[config.mk]
export PLATFORM = sky130hd
export DESIGN_NAME = serial_sub_ctrl_flat
export DESIGN_NICKNAME = d
export VERILOG_FILES = /design/src/rtl/serial_sub_ctrl_pkg.sv /design/src/rtl/serial_sub_ctrl_if.sv /design/src/rtl/serial_sub_ctrl_fs_cell.sv /design/src/rtl/serial_sub_ctrl.sv /design/src/flat_wrapper.sv
export SDC_FILE = /design/constraint.sdc
export NUM_CORES = 1
export LEC_CHECK = 0
export BUFFER_PORTS_ARGS = -buffer_cell sky130_fd_sc_hd__clkbuf_2
export CAP_MARGIN = 15
export CORE_MARGIN = 10
export CORE_UTILIZATION = 41
export CTS_CLUSTER_DIAMETER = 60
export CTS_CLUSTER_SIZE = 30
export DETAILED_ROUTE_END_ITERATION = 6
export SYNTH_ARGS = -nofsm -noshare
export SYNTH_HDL_FRONTEND = slang
export SYNTH_SLANG_ARGS = --single-unit
[constraint.sdc]
create_clock -name clk -period 1.7 [get_ports clk]
set_input_delay 0.255 -clock clk [delete_from_list [all_inputs] [get_ports clk]]
set_output_delay 0.255 -clock clk [all_outputs]
set_load 0.05 [all_outputs]
[src/rtl/serial_sub_ctrl_pkg.sv]
// ----------------------------------------------------------------------------
// sub_pkg
// Shared types and constants for the bit-serial subtraction controller.
//   state_e        : controller state encoding (2'd3 is unused and recovers
//                    to IDLE on the next clock edge)
//   SUB_WIDTH_DEF  : default operand/result width
// ----------------------------------------------------------------------------
package sub_pkg;

  localparam int SUB_WIDTH_DEF = 8;

  typedef enum logic [1:0] {
    IDLE = 2'd0,
    RUN  = 2'd1,
    DONE = 2'd2
  } state_e;

endpackage : sub_pkg

[src/rtl/serial_sub_ctrl_if.sv]
// ----------------------------------------------------------------------------
// serial_sub_ctrl_if
// Request/result bundle between a requester and serial_sub_ctrl.
//   start : request, sampled only while the controller is idle
//   a, b  : minuend / subtrahend, captured on an accepted start
//   bin   : initial borrow-in, captured on an accepted start
//   busy  : controller is running or completing
//   done  : one-cycle completion pulse
//   diff  : registered result a - b - bin (mod 2^WIDTH)
//   bout  : registered final borrow-out
// Modports: master = requester side, slave = controller side.
// ----------------------------------------------------------------------------
interface serial_sub_ctrl_if
  import sub_pkg::*;
#(
  parameter int WIDTH = SUB_WIDTH_DEF
) ();

  logic             start;
  logic [WIDTH-1:0] a;
  logic [WIDTH-1:0] b;
  logic             bin;
  logic             busy;
  logic             done;
  logic [WIDTH-1:0] diff;
  logic             bout;

  modport master (
    output start, a, b, bin,
    input  busy, done, diff, bout
  );

  modport slave (
    input  start, a, b, bin,
    output busy, done, diff, bout
  );

endinterface : serial_sub_ctrl_if

[src/rtl/serial_sub_ctrl_fs_cell.sv]
// ----------------------------------------------------------------------------
// fs_cell
// Purely combinational one-bit full subtractor: computes a - b - bi.
//   a, b, bi : operand bits and incoming borrow
//   d        : difference bit
//   bo       : outgoing borrow (1 when a < b + bi)
// ----------------------------------------------------------------------------
module fs_cell (
  input  logic a,
  input  logic b,
  input  logic bi,
  output logic d,
  output logic bo
);

  assign d  = a ^ b ^ bi;
  // Borrow out when a=0,b=1, or when a==b and a borrow is already pending.
  assign bo = (~a & b) | (~(a ^ b) & bi);

endmodule : fs_cell

[src/rtl/serial_sub_ctrl.sv]
// ----------------------------------------------------------------------------
// serial_sub_ctrl
// Bit-serial subtraction controller. One fs_cell is time-multiplexed over
// WIDTH-bit operands, LSB first, one bit per clock; the borrow rides between
// cycles in a flop.
//   clk   : rising-edge clock
//   rst_n : asynchronous active-low reset
//   bus   : serial_sub_ctrl_if slave (start/a/b/bin in, busy/done/diff/bout out)
// Timing: start accepted at edge E0, bits processed at E1..E_WIDTH, done high
// for the cycle after E_WIDTH, back in IDLE one edge later.
// ----------------------------------------------------------------------------
module serial_sub_ctrl
  import sub_pkg::*;
#(
  parameter int WIDTH = SUB_WIDTH_DEF
) (
  input  logic               clk,
  input  logic               rst_n,
  serial_sub_ctrl_if.slave   bus
);

  localparam int                CNT_W    = $clog2(WIDTH);
  localparam logic [CNT_W-1:0]  CNT_LAST = CNT_W'(WIDTH - 1);

  state_e             state_q, state_d;
  logic [WIDTH-1:0]   sa_q, sa_d;
  logic [WIDTH-1:0]   sb_q, sb_d;
  logic [WIDTH-1:0]   sd_q, sd_d;
  logic [CNT_W-1:0]   cnt_q, cnt_d;
  logic               brw_q, brw_d;
  logic               busy_q, busy_d;
  logic               done_q, done_d;
  logic [WIDTH-1:0]   diff_q, diff_d;
  logic               bout_q, bout_d;

  logic               cell_d;
  logic               cell_bo;

  // The single subtractor cell always looks at the current LSBs.
  fs_cell u_cell (
    .a  (sa_q[0]),
    .b  (sb_q[0]),
    .bi (brw_q),
    .d  (cell_d),
    .bo (cell_bo)
  );

  always_comb begin
    state_d = state_q;
    sa_d    = sa_q;
    sb_d    = sb_q;
    sd_d    = sd_q;
    cnt_d   = cnt_q;
    brw_d   = brw_q;
    busy_d  = busy_q;
    done_d  = 1'b0;
    diff_d  = diff_q;
    bout_d  = bout_q;

    case (state_q)
      IDLE: begin
        busy_d = 1'b0;
        if (bus.start) begin
          sa_d    = bus.a;
          sb_d    = bus.b;
          brw_d   = bus.bin;
          cnt_d   = '0;
          sd_d    = '0;
          busy_d  = 1'b1;
          state_d = RUN;
        end
      end

      RUN: begin
        busy_d = 1'b1;
        // Result bits enter at the MSB so after WIDTH shifts the LSB has
        // reached bit 0.
        sd_d   = {cell_d, sd_q[WIDTH-1:1]};
        sa_d   = {1'b0, sa_q[WIDTH-1:1]};
        sb_d   = {1'b0, sb_q[WIDTH-1:1]};
        brw_d  = cell_bo;
        if (cnt_q == CNT_LAST) begin
          // Counter stops here rather than wrapping; it is reloaded on accept.
          diff_d  = {cell_d, sd_q[WIDTH-1:1]};
          bout_d  = cell_bo;
          done_d  = 1'b1;
          state_d = DONE;
        end else begin
          cnt_d = cnt_q + 1'b1;
        end
      end

      DONE: begin
        busy_d  = 1'b0;
        state_d = IDLE;
      end

      default: begin
        // Unused encoding: recover quietly to IDLE.
        busy_d  = 1'b0;
        state_d = IDLE;
      end
    endcase
  end

  always_ff @(posedge clk or negedge rst_n) begin
    if (!rst_n) begin
      state_q <= IDLE;
      sa_q    <= '0;
      sb_q    <= '0;
      sd_q    <= '0;
      cnt_q   <= '0;
      brw_q   <= 1'b0;
      busy_q  <= 1'b0;
      done_q  <= 1'b0;
      diff_q  <= '0;
      bout_q  <= 1'b0;
    end else begin
      state_q <= state_d;
      sa_q    <= sa_d;
      sb_q    <= sb_d;
      sd_q    <= sd_d;
      cnt_q   <= cnt_d;
      brw_q   <= brw_d;
      busy_q  <= busy_d;
      done_q  <= done_d;
      diff_q  <= diff_d;
      bout_q  <= bout_d;
    end
  end

  assign bus.busy = busy_q;
  assign bus.done = done_q;
  assign bus.diff = diff_q;
  assign bus.bout = bout_q;

endmodule : serial_sub_ctrl

[src/flat_wrapper.sv]
// flat-port wrapper written by rule: the top's interface ports become plain ports
module serial_sub_ctrl_flat import sub_pkg::*;
#(
  parameter int WIDTH = SUB_WIDTH_DEF
)
  (clk, rst_n, bus_start, bus_a, bus_b, bus_bin, bus_busy, bus_done, bus_diff, bus_bout);
  serial_sub_ctrl_if #(.WIDTH(WIDTH)) bus_i ();
  input  logic clk;
  input  logic rst_n;
  input wire logic [$bits(bus_i.start)-1:0] bus_start;
  input wire logic [$bits(bus_i.a)-1:0] bus_a;
  input wire logic [$bits(bus_i.b)-1:0] bus_b;
  input wire logic [$bits(bus_i.bin)-1:0] bus_bin;
  output wire logic [$bits(bus_i.busy)-1:0] bus_busy;
  output wire logic [$bits(bus_i.done)-1:0] bus_done;
  output wire logic [$bits(bus_i.diff)-1:0] bus_diff;
  output wire logic [$bits(bus_i.bout)-1:0] bus_bout;
  assign bus_i.start = bus_start;
  assign bus_i.a = bus_a;
  assign bus_i.b = bus_b;
  assign bus_i.bin = bus_bin;
  assign bus_busy = bus_i.busy;
  assign bus_done = bus_i.done;
  assign bus_diff = bus_i.diff;
  assign bus_bout = bus_i.bout;
  serial_sub_ctrl #(.WIDTH(WIDTH)) u_core (.clk(clk), .rst_n(rst_n), .bus(bus_i));
endmodule
# --- Word level (Yosys, flattened, before mapping) ---
# Index checks and enable logic that the tools add are counted.
classes:
  eq_ne: 5
  reduce_logical: 6
  bitwise_logic: 7
  muxes: 18
  add_sub_neg: 1
ops:
  columns: ["cell", "count"]
  rows:
  - ["one-hot mux 8 bit (2 select lines)", 3]
  - ["two-way mux 8 bit", 3]
  - ["two-way mux 3 bit", 2]
  - ["one-hot mux 3 bit (2 select lines)", 1]
  - ["AND reduction 2 bit", 3]
  - ["two-way mux 1 bit", 4]
  - ["two-way mux 2 bit", 2]
  - ["inequality test 2 bit, second input constant", 2]
  - ["one-hot mux 1 bit (2 select lines)", 2]
  - ["one-hot mux 2 bit (2 select lines)", 1]
  - ["adder 3 x 1 -> 3 bit, second input constant", 1]
  - ["== test 3 bit, second input constant", 1]
  - ["AND reduction 3 bit", 1]
  - ["AND 1 bit", 2]
  - ["== test 2 x 1 -> 1 bit, second input constant", 1]
  - ["logical NOT 2 bit", 1]
  - ["inequality test 2 x 1 -> 1 bit, second input constant", 1]
  - ["inverter 1 bit", 2]
  - ["nonzero test 2 bit", 1]
  - ["bitwise XOR 1 bit", 2]
  - ["OR 1 bit", 1]
word_totals:
  regBits: 41
  input_bits: 20
  elab_cells: 47

# --- Logic depth before layout (Yosys ltp) ---
# Gate-level depths: netlist of run 1.
depth:
  ltp_word: 5
  depth_mapped: 5

# --- By module ---
# Synthesis of run 1 repeated with hierarchy kept, for this count alone.
unflattened:
  hier_cells: 142
  area_unflattened_um2: 1756.7
by_module_without_submodules:
  columns: ["module", "n_inst", "cells_per_inst", "area_per_inst_um2"]
  rows:
  - ["serial_sub_ctrl", 1, 138, 1725.4]
  - ["fs_cell", 1, 4, 31.3]

# --- Least setup slack after synthesis of run 1 ---
# OpenSTA, ideal clock, no wires.
synth_path:
  path_kind: "flip-flop to flip-flop"
  start: "register u_core.cnt_q[0]"
  end: "register u_core.diff_q[0], in the netlist u_core.bus.diff[0]"
  setup_time_ps: 125
  period_less_slack_ps: 1505
  path_stages_with_launch: 6
  required_time_ps: 1575
  path_buffers: 1
  arrival_time_ps: 1380
  slack_ps: 195
  path_cell_list: "dfrtp_1 ha_1 ha_1 nand3b_4 buf_6 mux2_4"
synth_via:
  elab_chain_len: 2
synth_lines:
  columns: ["item", "line", "rtl"]
  rows:
  - ["from (decl)", "serial_sub_ctrl.sv:29", "logic [CNT_W-1:0] cnt_q, cnt_d;"]
  - ["from (signal assigned)", "serial_sub_ctrl.sv:123", "cnt_q <= cnt_d;"]
  - ["== test 3 bit", "serial_sub_ctrl.sv:82", "if (cnt_q == CNT_LAST) begin"]
  - ["AND reduction 2 bit (no source line)", null, null]
  - ["to (signal assigned)", "serial_sub_ctrl.sv:127", "diff_q <= diff_d;"]
  - ["to (decl)", "serial_sub_ctrl.sv:33", "logic [WIDTH-1:0] diff_q, diff_d;"]
# Every way passes these cells.
# A chain may end at the register's enable or synchronous reset.

# --- Worst setup path after layout of run 1 ---
layout_path:
  start: "register u_core.cnt_q[0]"
  end: "register u_core.diff_q[7], in the netlist u_core.bus.diff[7]"
# The elaborated chain is that of the path after synthesis.

==> flow_summary.json, run 1 <==
{
  "status": "completed",
  "cap_violations": 0,
  "ios": 31,
  "path_clk_slew_ns": 0.08,
  "crit_fanout": 11,
  "multi_input_area_um2": 977,
  "fp.dieW_um": 92.8,
  "die_area_mm2": 0.00861,
  "avgSynthCellArea_um2": 14.2,
  "synth_edf_count": 0,
  "cp-endpoint": "u_core.bus.diff[7]",
  "grt_max_degree": 22,
  "core_mm2": 0.00511,
  "hpwlAfterDp_mm": 2.99,
  "cp.required_ns": 1.88,
  "fin_crit_sh_pct": 89.1,
  "hold_ws_ns": 0.179,
  "drive_gt1_share_pct": 54.5,
  "synth_top_area_share_pct": 46.1,
  "grt_overflow": 0,
  "first_global_vias": 1418,
  "fmax_ghz": 0.660,
  "setup_tns_ns": 0,
  "drt-total-wl_mm": 4.05,
  "ys.flop_type": "dfrtp_1",
  "ys_seq_area_share_pct": 46.1,
  "initial_core_util_pct": 42.5,
  "ant_nets": 0,
  "wl_per_cell_um": 15.6,
  "rr_worst_depth": 4,
  "cp-startpoint": "u_core.cnt_q[0]",
  "htreeDepth": 2,
  "final-hold-violation-count": 0,
  "syn_nets": 176,
  "root_buffer": "clkbuf_8",
  "regArea_mm2": 0.00100,
  "ys_top_cells_by_area": "dfrtp_1, nor4b_2, a211oi_2",
  "tightest_slew_ns": 0.586,
  "place.gp.congestion": 0.708,
  "arrival_ns": 1.70,
  "ys_ff_latch": 40,
  "fin_util_pct": 48.9,
  "power.density_mw_per_mm2": 1830,
  "yosysMostFrequentCell": "dfrtp_1",
  "antenna_found_initial": 0,
  "die_y_um": 92.8,
  "synth_top_cell_by_area": "dfrtp_1",
  "area_growth_syn_to_layout_pct": 15.0,
  "viasPerCell": 5.08,
  "rsz0062_at_grt": "no",
  "finalPower_mw": 4.56,
  "finalSetupViolCount": 0,
  "slew_headroom_pct": 60.9,
  "r2r_setup_slack_ns": 0.19,
  "diodes": 0,
  "drtIter0Drc": 27,
  "synth.cell_area_mm2": 0.00217,
  "drv_slew": 0,
  "start_kind": "register",
  "synth-warning-count": 0,
  "hold_class": "input port to register",
  "ir_drop_mv": 0.777,
  "drtPass1Iterations": 4,
  "timing.rr.start": "u_core.cnt_q[0]",
  "numPortBuffers": 30,
  "clk_path_buf_depth": 2,
  "clk_latency_ns": 0.29,
  "clkSinkCount": 40,
  "synth.distinct_cells": 29,
  "power_leakage_nw": 1.18,
  "path_class": "register to register",
  "rows": 26,
  "cts_tree": "built",
  "route.vias.total": 1316,
  "r2r_end": "u_core.bus.diff[7]",
  "grt_pass1_wl_mm": 6.98,
  "num-nets-final": 211,
  "cp-end-kind": "register",
  "skew_ns": 0.000979,
  "synth_cells": 153,
  "n_fill_cell": 458,
  "post_cts_buffers": 0,
  "fin_crit_ns": 1.51,
  "drc": 0,
  "cts_buffers": 5,
  "yosys-top-cells-count": "dfrtp_1, inv_1, a211oi_2, nor3b_2, nor4b_2",
  "async_reset_ff_share_pct": 100,
  "grtUsageTotal_pct": 9.95
}
repair_timing:
action                                  in CTS  in global routing
gates resized for setup                      0                  2
hold buffers                                 1                  0
endpoints found under the setup margin       0                  7
hold endpoints to repair                    19                  0
worst max-delay path, stage by stage, from the launching register on:
cell      delay (ns)
dfrtp_1         0.41
ha_1            0.22
ha_2            0.23
nand3b_4        0.19
mux2_2          0.36
sequential cells by signal, indices dropped and copies added (netlist names), 2 cells and up:
signal / flops
u_core.sa_q: 8
u_core.bus.diff: 8
u_core.sb_q: 8
u_core.cnt_q: 3
u_core.sd_q: 7
u_core.state_q: 2
per-layer routing:
layer	vias up	wire length (um)	GRT usage [%]
met4	0	35	2.70
met2	27	2010	16.6
met1	659	1730	11.4
met3	5	272	4.28
met5	-	0	0
li1	625	-	-
logic make-up (layout without fill, tap and decap cells):
kind of cell | after synthesis | in the layout | synth area share, %
flip-flops | 40 | 40 | 46.1
AND/OR/NAND/NOR | 40 | 40 | 22.4
buffers and inverters | 32 | 68 | 9.11
AO/OA/AOI/OAI | 29 | 29 | 14.5
multiplexers | 9 | 9 | 5.82
adder cells (fa/ha/maj) | 3 | 3 | 2.07
layout by cell type (no fill, tap or decap), types with 2 or more instances in the layout:
| cell type | instances |
|---|---|
| dfrtp_1 | 40 |
| clkbuf_2 | 30 |
| inv_1 | 19 |
| nor4b_2 | 14 |
| nor3b_2 | 14 |
| a211oi_2 | 14 |
| a22o_1 | 9 |
| buf_4 | 9 |
| mux2_4 | 7 |
| clkbuf_8 | 5 |
| and3_1 | 3 |
| a211o_1 | 2 |
| nor4b_1 | 2 |
| nand2b_1 | 2 |
stage by stage:
stage | cells | cell area, um^2 | setup slack [ns]
after floorplan | 153 | 2170 | 0.195
after global placement | 250 | 2370 | 0.170
after detailed placement | 250 | 2370 | 0.0987
after CTS | 259 | 2490 | 0.0855
after global routing | 259 | 2500 | 0.0753
final | 259 | 2500 | 0.185
cell type report:
type,count,share of cell area [%]
clock inverters,3,1.70
repair buffers,41,9.92
flip-flops and latches,40,40.1
well taps,70,3.51
multi-input cells,81,39.1
clock buffers,5,2.76
inverters,19,2.86
worst min-delay path by stage:
stage / start / to / slack, ns / depth (start not counted)
after floorplan: rst_n / u_core.brw_q / -0.04 / 0
after global placement: rst_n / u_core.bus.done / 0.27 / 1
after detailed placement: rst_n / u_core.bus.done / 0.28 / 1
after CTS: bus_a[7] / u_core.sa_q[7] / 0.17 / 2
after global routing: bus_b[7] / u_core.sb_q[7] / 0.18 / 2
final: bus_a[7] / u_core.sa_q[7] / 0.18 / 2
power breakdown:
group / total, mW / switching [mW] / internal (mW)
clock: 0.776 / 0.341 / 0.434
combinational: 2.10 / 1.16 / 0.942
sequential: 1.68 / 0.308 / 1.37
Note: power is estimated with default switching activity, not from simulation.
==> run 2: changes to the inputs <==
==> constraint.sdc (replaced) <==
create_clock -name clk -period 1.7 [get_ports clk]
set_input_delay 0.17 -clock clk [delete_from_list [all_inputs] [get_ports clk]]
set_output_delay 0.17 -clock clk [all_outputs]
set_load 0.02 [all_outputs]
==> flow_summary.json, run 2 (same netlist as run 1, synthesis figures left out) <==
{
  "status": "completed",
  "fmax_ghz": 0.618,
  "num-nets-final": 209,
  "cts_buffers": 5,
  "hold_class": "input port to register",
  "skew_ns": 0.00877,
  "ios": 31,
  "clkSinkCount": 40,
  "met3_usage_pct": 4.60,
  "clk_latency_ns": 0.29,
  "initial_core_util_pct": 42.5,
  "drt-total-wl_mm": 4.08,
  "cp-end-kind": "register",
  "worstPathCellList": "ha_1, ha_1, nand3b_4, mux2_2",
  "top_usage_layer": "met2",
  "finalPower_mw": 4.29,
  "path_class": "register to register",
  "crit_fanout": 11,
  "clk_path_buf_depth": 2,
  "antenna_found_initial": 0,
  "finalSetupViolCount": 0,
  "cts_tree": "built",
  "ir_drop_mv": 0.588,
  "root_buffer": "clkbuf_8",
  "fin_util_pct": 48.7,
  "htreeDepth": 2,
  "grt_pass1_wl_mm": 7.11,
  "route.vias.total": 1300,
  "cp_common_cell": "ha_1",
  "first_global_vias": 1460,
  "power.density_mw_per_mm2": 1720,
  "power_leakage_nw": 1.18,
  "cp.required_ns": 1.87,
  "tightest_slew_ns": 0.652,
  "diodes": 0,
  "die_y_um": 92.8,
  "path_clk_slew_ns": 0.08,
  "final_cell_mix": "dfrtp_1, clkbuf_2, inv_1",
  "grt_max_degree": 26,
  "arrival_ns": 1.79,
  "layout_commonest_cell": "dfrtp_1",
  "grtUsageTotal_pct": 10.2,
  "slew_headroom_pct": 56.4,
  "wl_per_cell_um": 15.9,
  "core_mm2": 0.00511,
  "hpwlAfterDp_mm": 2.93,
  "drc": 0,
  "area_growth_syn_to_layout_pct": 14.6,
  "grt_overflow": 0,
  "drtIter0Drc": 58,
  "start_kind": "register",
  "rsz0062_at_grt": "no",
  "crit_family": "adder cells",
  "worst-path-buf-inv": 0,
  "use_met1_pct": 12.1,
  "fin_crit_sh_pct": 95.2,
  "drv_slew": 0,
  "drive_gt1_share_pct": 52.9,
  "final-hold-violation-count": 0,
  "setup_tns_ns": 0,
  "numPortBuffers": 30,
  "fp.dieW_um": 92.8,
  "grtUsageMet2_pct": 16.0,
  "cap_violations": 0,
  "worst_path_max_delay_cell": "dfrtp_1",
  "cpPeakStageDelay_ns": 0.41,
  "place.gp.congestion": 0.798,
  "fin_crit_ns": 1.62,
  "ant_nets": 0,
  "die_area_mm2": 0.00861,
  "rows": 26,
  "viasPerCell": 5.06,
  "ctsResizeCount": 0,
  "drtPass1Iterations": 4
}
[run 2: where the power goes]
part           internal, mW  switching (mW)
clock                 0.434           0.333
combinational         0.934           0.913
sequential             1.37           0.305
[run 2: metal layers]
| metal | routed length [um] | vias to the layer above |
|---|---|---|
| li1 | - | 620 |
| met1 | 1830 | 646 |
| met2 | 1950 | 28 |
| met3 | 250 | 6 |
| met4 | 48 | 0 |
| met5 | 0 | - |
[run 2: repair_timing]
action | CTS | global route
hold buffers | 1 | 0
endpoints found under the hold margin | 18 | 0
buffers inserted | 0 | 0
[run 2: worst paths after layout]
path | from | endpoint | slack [ns] | cells past startpoint
worst min-delay path | bus_a[7] | u_core.sa_q[7] | 0.10 | 2
max in group asynchronous | rst_n | u_core.sa_q[3] | 0.83 | 3
worst min register to register | u_core.sa_q[7] | u_core.sa_q[7] | 0.52 | 1
min in group asynchronous | rst_n | u_core.bus.diff[5] | 0.37 | 2
worst max-delay path | u_core.cnt_q[0] | u_core.bus.diff[7] | 0.08 | 4
worst max register to register | u_core.cnt_q[0] | u_core.bus.diff[7] | 0.08 | 4
[run 2: worst register-to-register path, cell delays in order (launching register included)]
cell      delay [ns]
dfrtp_1         0.41
ha_1            0.21
ha_1            0.28
nand3b_4        0.23
mux2_2          0.37
[run 2: cell type report]
cell class / count / area (um^2)
Clock buffer: 5 / 68.8
Timing Repair Buffer: 39 / 245
Tap cell: 70 / 87.6
Clock inverter: 3 / 42.5
Fill cell: 480 / 2620
Multi-Input combinational cell: 81 / 972
Sequential cell: 40 / 1000
Inverter: 19 / 71.3
[run 2: stage by stage]
| step | instance area, um^2 | hold slack [ns] | worst slack (ns) | cells |
|---|---|---|---|---|
| 6_report | 2490 | 0.102 | 0.0820 | 257 |
| 5_1_grt | 2490 | 0.105 | 0.0353 | 257 |
| 4_1_cts | 2490 | 0.0946 | 0.0874 | 257 |
| 3_5_place_dp | 2370 | 0.169 | 0.110 | 248 |
| 3_3_place_gp | 2370 | 0.158 | 0.158 | 248 |
| 2_1_floorplan | 2170 | -0.126 | 0.195 | 153 |
